## config.mk

```make
export PLATFORM = sky130hd
export DESIGN_NAME = fetch_cycle
export DESIGN_NICKNAME = d
export VERILOG_FILES = /design/src/rtl/fetch_pkg.sv /design/src/rtl/fetch_cycle_if_id_reg.sv /design/src/rtl/fetch_cycle.sv
export SDC_FILE = /design/constraint.sdc
export NUM_CORES = 1
export LEC_CHECK = 0
export CORE_MARGIN = 8
export CORE_UTILIZATION = 52
export DETAILED_ROUTE_END_ITERATION = 16
export PLACE_DENSITY = 0.76
export SETUP_SLACK_MARGIN = 0.02
export SLEW_MARGIN = 15
export SYNTH_ARGS = -nofsm -noshare
export SYNTH_HDL_FRONTEND = slang
export SYNTH_SLANG_ARGS = --single-unit
```

## constraint.sdc

```tcl
create_clock -name clk -period 3.1 [get_ports clk]
set_input_delay 0.465 -clock clk [delete_from_list [all_inputs] [get_ports clk]]
set_output_delay 0.465 -clock clk [all_outputs]
set_load 0.01 [all_outputs]
```

## src/rtl/fetch_pkg.sv

```systemverilog
// Shared types and constants for the instruction-fetch stage.
// Latency: n/a (declarations only).
// Backpressure: n/a (declarations only).
package fetch_pkg;

  localparam int INSTR_W = 38;
  localparam int PC_W    = 24;
  localparam int PC_STEP = 4;

  localparam logic [PC_W-1:0]    RESET_PC  = 24'h000000;
  localparam logic [INSTR_W-1:0] NOP_INSTR = '0;

  typedef enum logic [1:0] {
    IDLE = 2'd0,
    REQ  = 2'd1,
    HOLD = 2'd2
  } fetch_state_t;

  // One IF/ID payload: instruction, its PC and the sequential successor.
  typedef struct packed {
    logic [INSTR_W-1:0] instr;
    logic [PC_W-1:0]    pc;
    logic [PC_W-1:0]    pc_plus4;
  } ifid_t;

  // Sequential successor; wraps naturally modulo 2^PC_W.
  function automatic logic [PC_W-1:0] pc_next(input logic [PC_W-1:0] pc);
    return pc + PC_W'(PC_STEP);
  endfunction

endpackage

```

## src/rtl/fetch_cycle_if_id_reg.sv

```systemverilog
// IF/ID pipeline register with flush > stall > load > bubble priority.
// Latency: one cycle from load to outputs.
// Backpressure: stall holds contents; flush overrides stall and any load.
module if_id_reg
  import fetch_pkg::*;
(
  input  logic               clk,
  input  logic               rst,
  input  logic               load,
  input  logic               stall,
  input  logic               flush,
  input  ifid_t              load_dat,
  output logic [INSTR_W-1:0] instr,
  output logic [PC_W-1:0]    pc,
  output logic [PC_W-1:0]    pc_plus4,
  output logic               valid
);

  // Register update in priority order; a plain bubble keeps PC fields.
  always_ff @(posedge clk) begin
    if (rst) begin
      instr    <= NOP_INSTR;
      pc       <= '0;
      pc_plus4 <= '0;
      valid    <= 1'b0;
    end else if (flush) begin
      instr    <= NOP_INSTR;
      pc       <= '0;
      pc_plus4 <= '0;
      valid    <= 1'b0;
    end else if (stall) begin
      valid    <= valid;
    end else if (load) begin
      instr    <= load_dat.instr;
      pc       <= load_dat.pc;
      pc_plus4 <= load_dat.pc_plus4;
      valid    <= 1'b1;
    end else begin
      instr    <= NOP_INSTR;
      valid    <= 1'b0;
    end
  end

endmodule

```

## src/rtl/fetch_cycle.sv

```systemverilog
// Instruction fetch: PC, imem req/ready handshake, hold buffer, IF/ID register.
// Latency: word accepted at edge N appears on InstrD after edge N; 1 instr/cycle at zero wait.
// Backpressure: StallF blocks new requests, StallD parks a completed word in a hold buffer.
// Optional build macro FETCH_PERF_EN adds saturating fetch_cnt / wait_cnt outputs.
module fetch_cycle
  import fetch_pkg::*;
(
  input  logic               clk,
  input  logic               rst,
  input  logic               PCSrcE,
  input  logic [PC_W-1:0]    PCTargetE,
  input  logic               StallF,
  input  logic               StallD,
  input  logic               FlushD,
  output logic               imem_req,
  output logic [PC_W-1:0]    imem_addr,
  input  logic [INSTR_W-1:0] imem_rdata,
  input  logic               imem_ready,
  output logic [INSTR_W-1:0] InstrD,
  output logic [PC_W-1:0]    PCD,
  output logic [PC_W-1:0]    PCPlus4D,
`ifdef FETCH_PERF_EN
  output logic [31:0]        fetch_cnt,
  output logic [31:0]        wait_cnt,
`endif
  output logic               ValidD
);

  fetch_state_t    state, state_nxt;
  logic [PC_W-1:0] pc, pc_nxt, pc_inc;
  logic            pend, pend_nxt;
  logic [PC_W-1:0] pend_tgt, pend_tgt_nxt;
  ifid_t           hbuf, hbuf_nxt;
  ifid_t           ifid_dat;
  logic            ifid_load;

  assign pc_inc    = pc_next(pc);
  assign imem_req  = (state == REQ);
  assign imem_addr = pc;

  // State, PC, pending redirect and hold buffer registers.
  always_ff @(posedge clk) begin
    if (rst) begin
      state    <= IDLE;
      pc       <= RESET_PC;
      pend     <= 1'b0;
      pend_tgt <= '0;
      hbuf     <= '0;
    end else begin
      state    <= state_nxt;
      pc       <= pc_nxt;
      pend     <= pend_nxt;
      pend_tgt <= pend_tgt_nxt;
      hbuf     <= hbuf_nxt;
    end
  end

  // Next-state logic; PC stays put while a request is outstanding so the address is stable.
  always_comb begin
    state_nxt    = state;
    pc_nxt       = pc;
    pend_nxt     = pend;
    pend_tgt_nxt = pend_tgt;
    hbuf_nxt     = hbuf;
    ifid_load    = 1'b0;
    ifid_dat     = {imem_rdata, pc, pc_inc};
    case (state)
      IDLE: begin
        if (PCSrcE) begin
          pc_nxt = PCTargetE;
        end else if (!StallF) begin
          state_nxt = REQ;
        end
      end
      REQ: begin
        if (!imem_ready) begin
          // Remember a redirect seen mid-wait; the latest target wins.
          if (PCSrcE) begin
            pend_nxt     = 1'b1;
            pend_tgt_nxt = PCTargetE;
          end
        end else if (PCSrcE || pend) begin
          // Wrong-path word: drop it and refetch from the target.
          pc_nxt   = PCSrcE ? PCTargetE : pend_tgt;
          pend_nxt = 1'b0;
        end else if (FlushD) begin
          // Decode is being flushed, so the completing word is discarded.
          pc_nxt    = pc_inc;
          state_nxt = StallF ? IDLE : REQ;
        end else if (StallD) begin
          hbuf_nxt  = {imem_rdata, pc, pc_inc};
          pc_nxt    = pc_inc;
          state_nxt = HOLD;
        end else begin
          ifid_load = 1'b1;
          pc_nxt    = pc_inc;
          state_nxt = StallF ? IDLE : REQ;
        end
      end
      HOLD: begin
        ifid_dat = hbuf;
        if (PCSrcE || FlushD) begin
          if (PCSrcE) pc_nxt = PCTargetE;
          state_nxt = REQ;
        end else if (!StallD) begin
          ifid_load = 1'b1;
          state_nxt = StallF ? IDLE : REQ;
        end
      end
      default: state_nxt = IDLE;
    endcase
  end

  if_id_reg u_if_id_reg (
    .clk      (clk),
    .rst      (rst),
    .load     (ifid_load),
    .stall    (StallD),
    .flush    (FlushD),
    .load_dat (ifid_dat),
    .instr    (InstrD),
    .pc       (PCD),
    .pc_plus4 (PCPlus4D),
    .valid    (ValidD)
  );

`ifdef FETCH_PERF_EN
  // Saturating counters: effective IF/ID loads and memory wait cycles.
  always_ff @(posedge clk) begin
    if (rst) begin
      fetch_cnt <= '0;
      wait_cnt  <= '0;
    end else begin
      if (ifid_load && !FlushD && !StallD && (fetch_cnt != 32'hFFFFFFFF))
        fetch_cnt <= fetch_cnt + 32'd1;
      if ((state == REQ) && !imem_ready && (wait_cnt != 32'hFFFFFFFF))
        wait_cnt <= wait_cnt + 32'd1;
    end
  end
`endif

endmodule

```

==> results.json <==
{
  "status": "finished, final reports clean",
  "syn_inst": 1182,
  "fin_ws_ns": 0.594,
  "cts.sink_count": 220,
  "stdcell_count": 1554,
  "synth_top_family_by_area": "simple AND/OR/NAND/NOR gates",
  "cap_violations": 0,
  "p_seq_frac": 0.460,
  "area_delta_synth_final_pct": 28.2,
  "clock_power_share": 0.424,
  "crit_start": "imem_addr[2]$_SDFFE_PP0P_",
  "dr.pass1.iters": 5,
  "grt_max_degree": 116,
  "p_int_mw": 4.86,
  "register_area_mm2": 0.00440,
  "netlist.area_leader.share": 0.455,
  "postCtsSetupBuffers": 0,
  "root_buffer": "clkbuf_16",
  "placed_cells": 1512,
  "fin_crit_sh": 0.808,
  "nets": 1377,
  "ys_top_cells_by_area": "dfxtp_1 46%, nand2_1 8.6%, a21oi_1 6.6%, nor2_1 4.8%, mux2_2 4.4%",
  "swShare": 0.251,
  "clock_skew_ns": 0.00850,
  "reg2reg_to": "u_if_id_reg.pc_plus4[20]$_SDFFE_PP0P_",
  "synth_simple_gate_area_frac": 0.202,
  "synth_seq_area_share": 0.455,
  "finalHoldViolations": 0,
  "postRouteWirelength_um": 27400,
  "coreArea_mm2": 0.0185,
  "netlist_area_mm2": 0.00968,
  "place_area_mm2": 0.0117,
  "fin_area_mm2": 0.0124,
  "arrival_ns": 2.84,
  "power_switching_mw": 1.63,
  "cts_resized": 0,
  "gp_congestion": 0.822,
  "p_comb_frac": 0.116,
  "synth_fa_ha_area_frac": 0.00647,
  "ys_ff_latch": 220,
  "r2r_cells": 6,
  "drtIter0Drc": 798,
  "timing.hold.ws_ns": 0.347,
  "multi_input_area_mm2": 0.00478,
  "drv_slew": 0,
  "die-height_um": 152,
  "cts_buffers": 23,
  "hpwl_um": 18300,
  "start_util": 0.524,
  "synth-edff-count": 0,
  "io_buffers": 180,
  "vdd_ir_drop_max_mv": 0.451,
  "synth_compound_area_frac": 0.189,
  "min_path_type": "primary input to flip-flop",
  "yosys_warnings": 0,
  "r2r_slack_ns": 0.59,
  "worst_ep_required_time_ns": 3.43,
  "avgSynthCellArea_um2": 8.19,
  "grt_pass1_wl_um": 45400,
  "ys_top_cells_by_count": "222 x nand2_1, 220 x dfxtp_1, 128 x a21oi_1, 123 x nor2_1, 100 x clkbuf_1",
  "ys.flop_type": "dfxtp_1",
  "crit_type": "flip-flop to flip-flop",
  "dieArea_mm2": 0.0232,
  "clk_latency_ns": 0.51,
  "cts_hold_buf": 0,
  "maxSlewHeadroom": 0.302,
  "setup_viol": 0,
  "cp_max_fo": 7,
  "num_vias": 8806,
  "async_flop_share": 0,
  "pre_cts_ws_ns": 0.439,
  "rsz0062_at_grt": "no",
  "viasPerCell": 5.67,
  "end_kind": "flip-flop",
  "synth-xor-area-share": 0.0163,
  "critPathCapture": "u_if_id_reg.pc_plus4[20]$_SDFFE_PP0P_",
  "finalPower_mw": 6.48,
  "tightest_slew_ns": 1.05,
  "synthMuxAreaShare": 0.0773,
  "syn_nets": 1256,
  "wl_per_cell_um": 17.6,
  "synth_most_common_cell": "nand2_1",
  "ios": 181,
  "diodes": 0,
  "yosysTopAreaCell": "dfxtp_1",
  "grt_pass1_vias": 8489,
  "finalSetupTns_ns": 0,
  "drtAntennaViolNets": 0,
  "post-route-drc-count": 0,
  "max_freq_mhz": 399,
  "cts_tree": "done",
  "synth_cell_types": 57,
  "p_per_area_mw_per_mm2": 523,
  "clkSlewWorstSetupHoldPaths_ns": 0.06,
  "grt-ovfl-total": 0,
  "grt_usage": 0.231,
  "r2r-start": "imem_addr[2]$_SDFFE_PP0P_",
  "die_width_um": 152,
  "max-clock-path-buffers": 3,
  "post_route_cells_drive_above_1_share": 0.0970,
  "period_needed_ns": 2.51,
  "h-tree-depth": 1,
  "num-fill-cells": 1561,
  "antenna_found_initial": 0,
  "row_count": 50,
  "start_kind": "flip-flop",
  "utilization": 0.672,
  "leakagePower_nw": 4.15
}
-- layer usage --
metal,up-vias,part of all wire,global-route usage
met4,0,0.019,0.0609
met2,273,0.46,0.369
met5,-,0,0
met1,4138,0.45,0.314
li1,4354,-,-
met3,41,0.064,0.0414
-- worst max-delay path, stage by stage (launching register included) --
cell      delay [ns]
dfxtp_1         0.52
ha_1            0.29
nand4_1         0.29
nor4_1          0.48
nand3_1         0.21
xnor2_1         0.37
o221ai_1        0.18
-- flip-flops by register name, indices dropped and copies added, names as in the netlist --
| name | flops |
|---|---|
| imem_addr | 24 |
| u_if_id_reg.pc_plus4 | 24 |
| pend | 1 |
| hbuf | 84 |
| u_if_id_reg.pc | 22 |
| pend_tgt | 24 |
| u_if_id_reg.valid | 1 |
| u_if_id_reg.instr | 38 |
| state | 2 |
-- final cells by class --
type,instances,area share
Multi-Input combinational cell,832,0.386
Timing Repair Buffer,213,0.171
Inverter,13,0.00393
Sequential cell,220,0.355
Tap cell,234,0.0236
Clock buffer,33,0.0527
Clock inverter,9,0.00797
-- how the worst min path moves through the flow --
stage                                    from                        end  slack (ns)  cells past startpoint
global placement    pend_tgt[17]$_SDFFE_PP0P_  pend_tgt[17]$_SDFFE_PP0P_        0.44                      2
global route                              rst      hbuf[85]$_SDFFE_PP0P_        0.35                      2
finish                                    rst      hbuf[85]$_SDFFE_PP0P_        0.35                      2
CTS                                       rst      hbuf[62]$_SDFFE_PP0P_        0.33                      2
floorplan            pend_tgt[0]$_SDFFE_PP0P_   pend_tgt[0]$_SDFFE_PP0P_        0.43                      2
detailed placement  pend_tgt[21]$_SDFFE_PP0P_  pend_tgt[21]$_SDFFE_PP0P_        0.44                      2
-- layout by cell type, fill, tap and decap left out, drive strengths merged, types with 4 or more instances in the layout --
cell and count:
nand2 222, dfxtp 220, clkdlybuf4s50 179, a21oi 128, nor2 123, a211oi 46, a22oi 40, mux2 38
buf 34, nand3 33, clkbuf 33, mux2i 32, o21ai 24, and3 16, nor3 14, inv 14
xnor2 11, o211ai 9, nand2b 8, nand4 8, nor4 7, xor2 7, clkinv 6, o221ai 5
a31o 5, ha 5, and2 4, o32ai 4, o31a 4, or4 4
-- cell families after synthesis --
family	count (synthesis)
simple gates	451
buf+inv	130
compound gates	288
xor+xnor	18
flops	220
mux	70
fa+ha+maj	5
-- power by group through the flow --
stage,logic (mW),clock network [mW],registers [mW]
2_1_floorplan,0.444,0,3.00
3_3_place_gp,0.738,0,3.04
3_5_place_dp,0.747,0,3.04
4_1_cts,0.751,2.79,2.98
5_1_grt,0.822,2.91,2.99
6_report,0.753,2.75,2.98
Note: power is estimated with default switching activity, not from simulation.
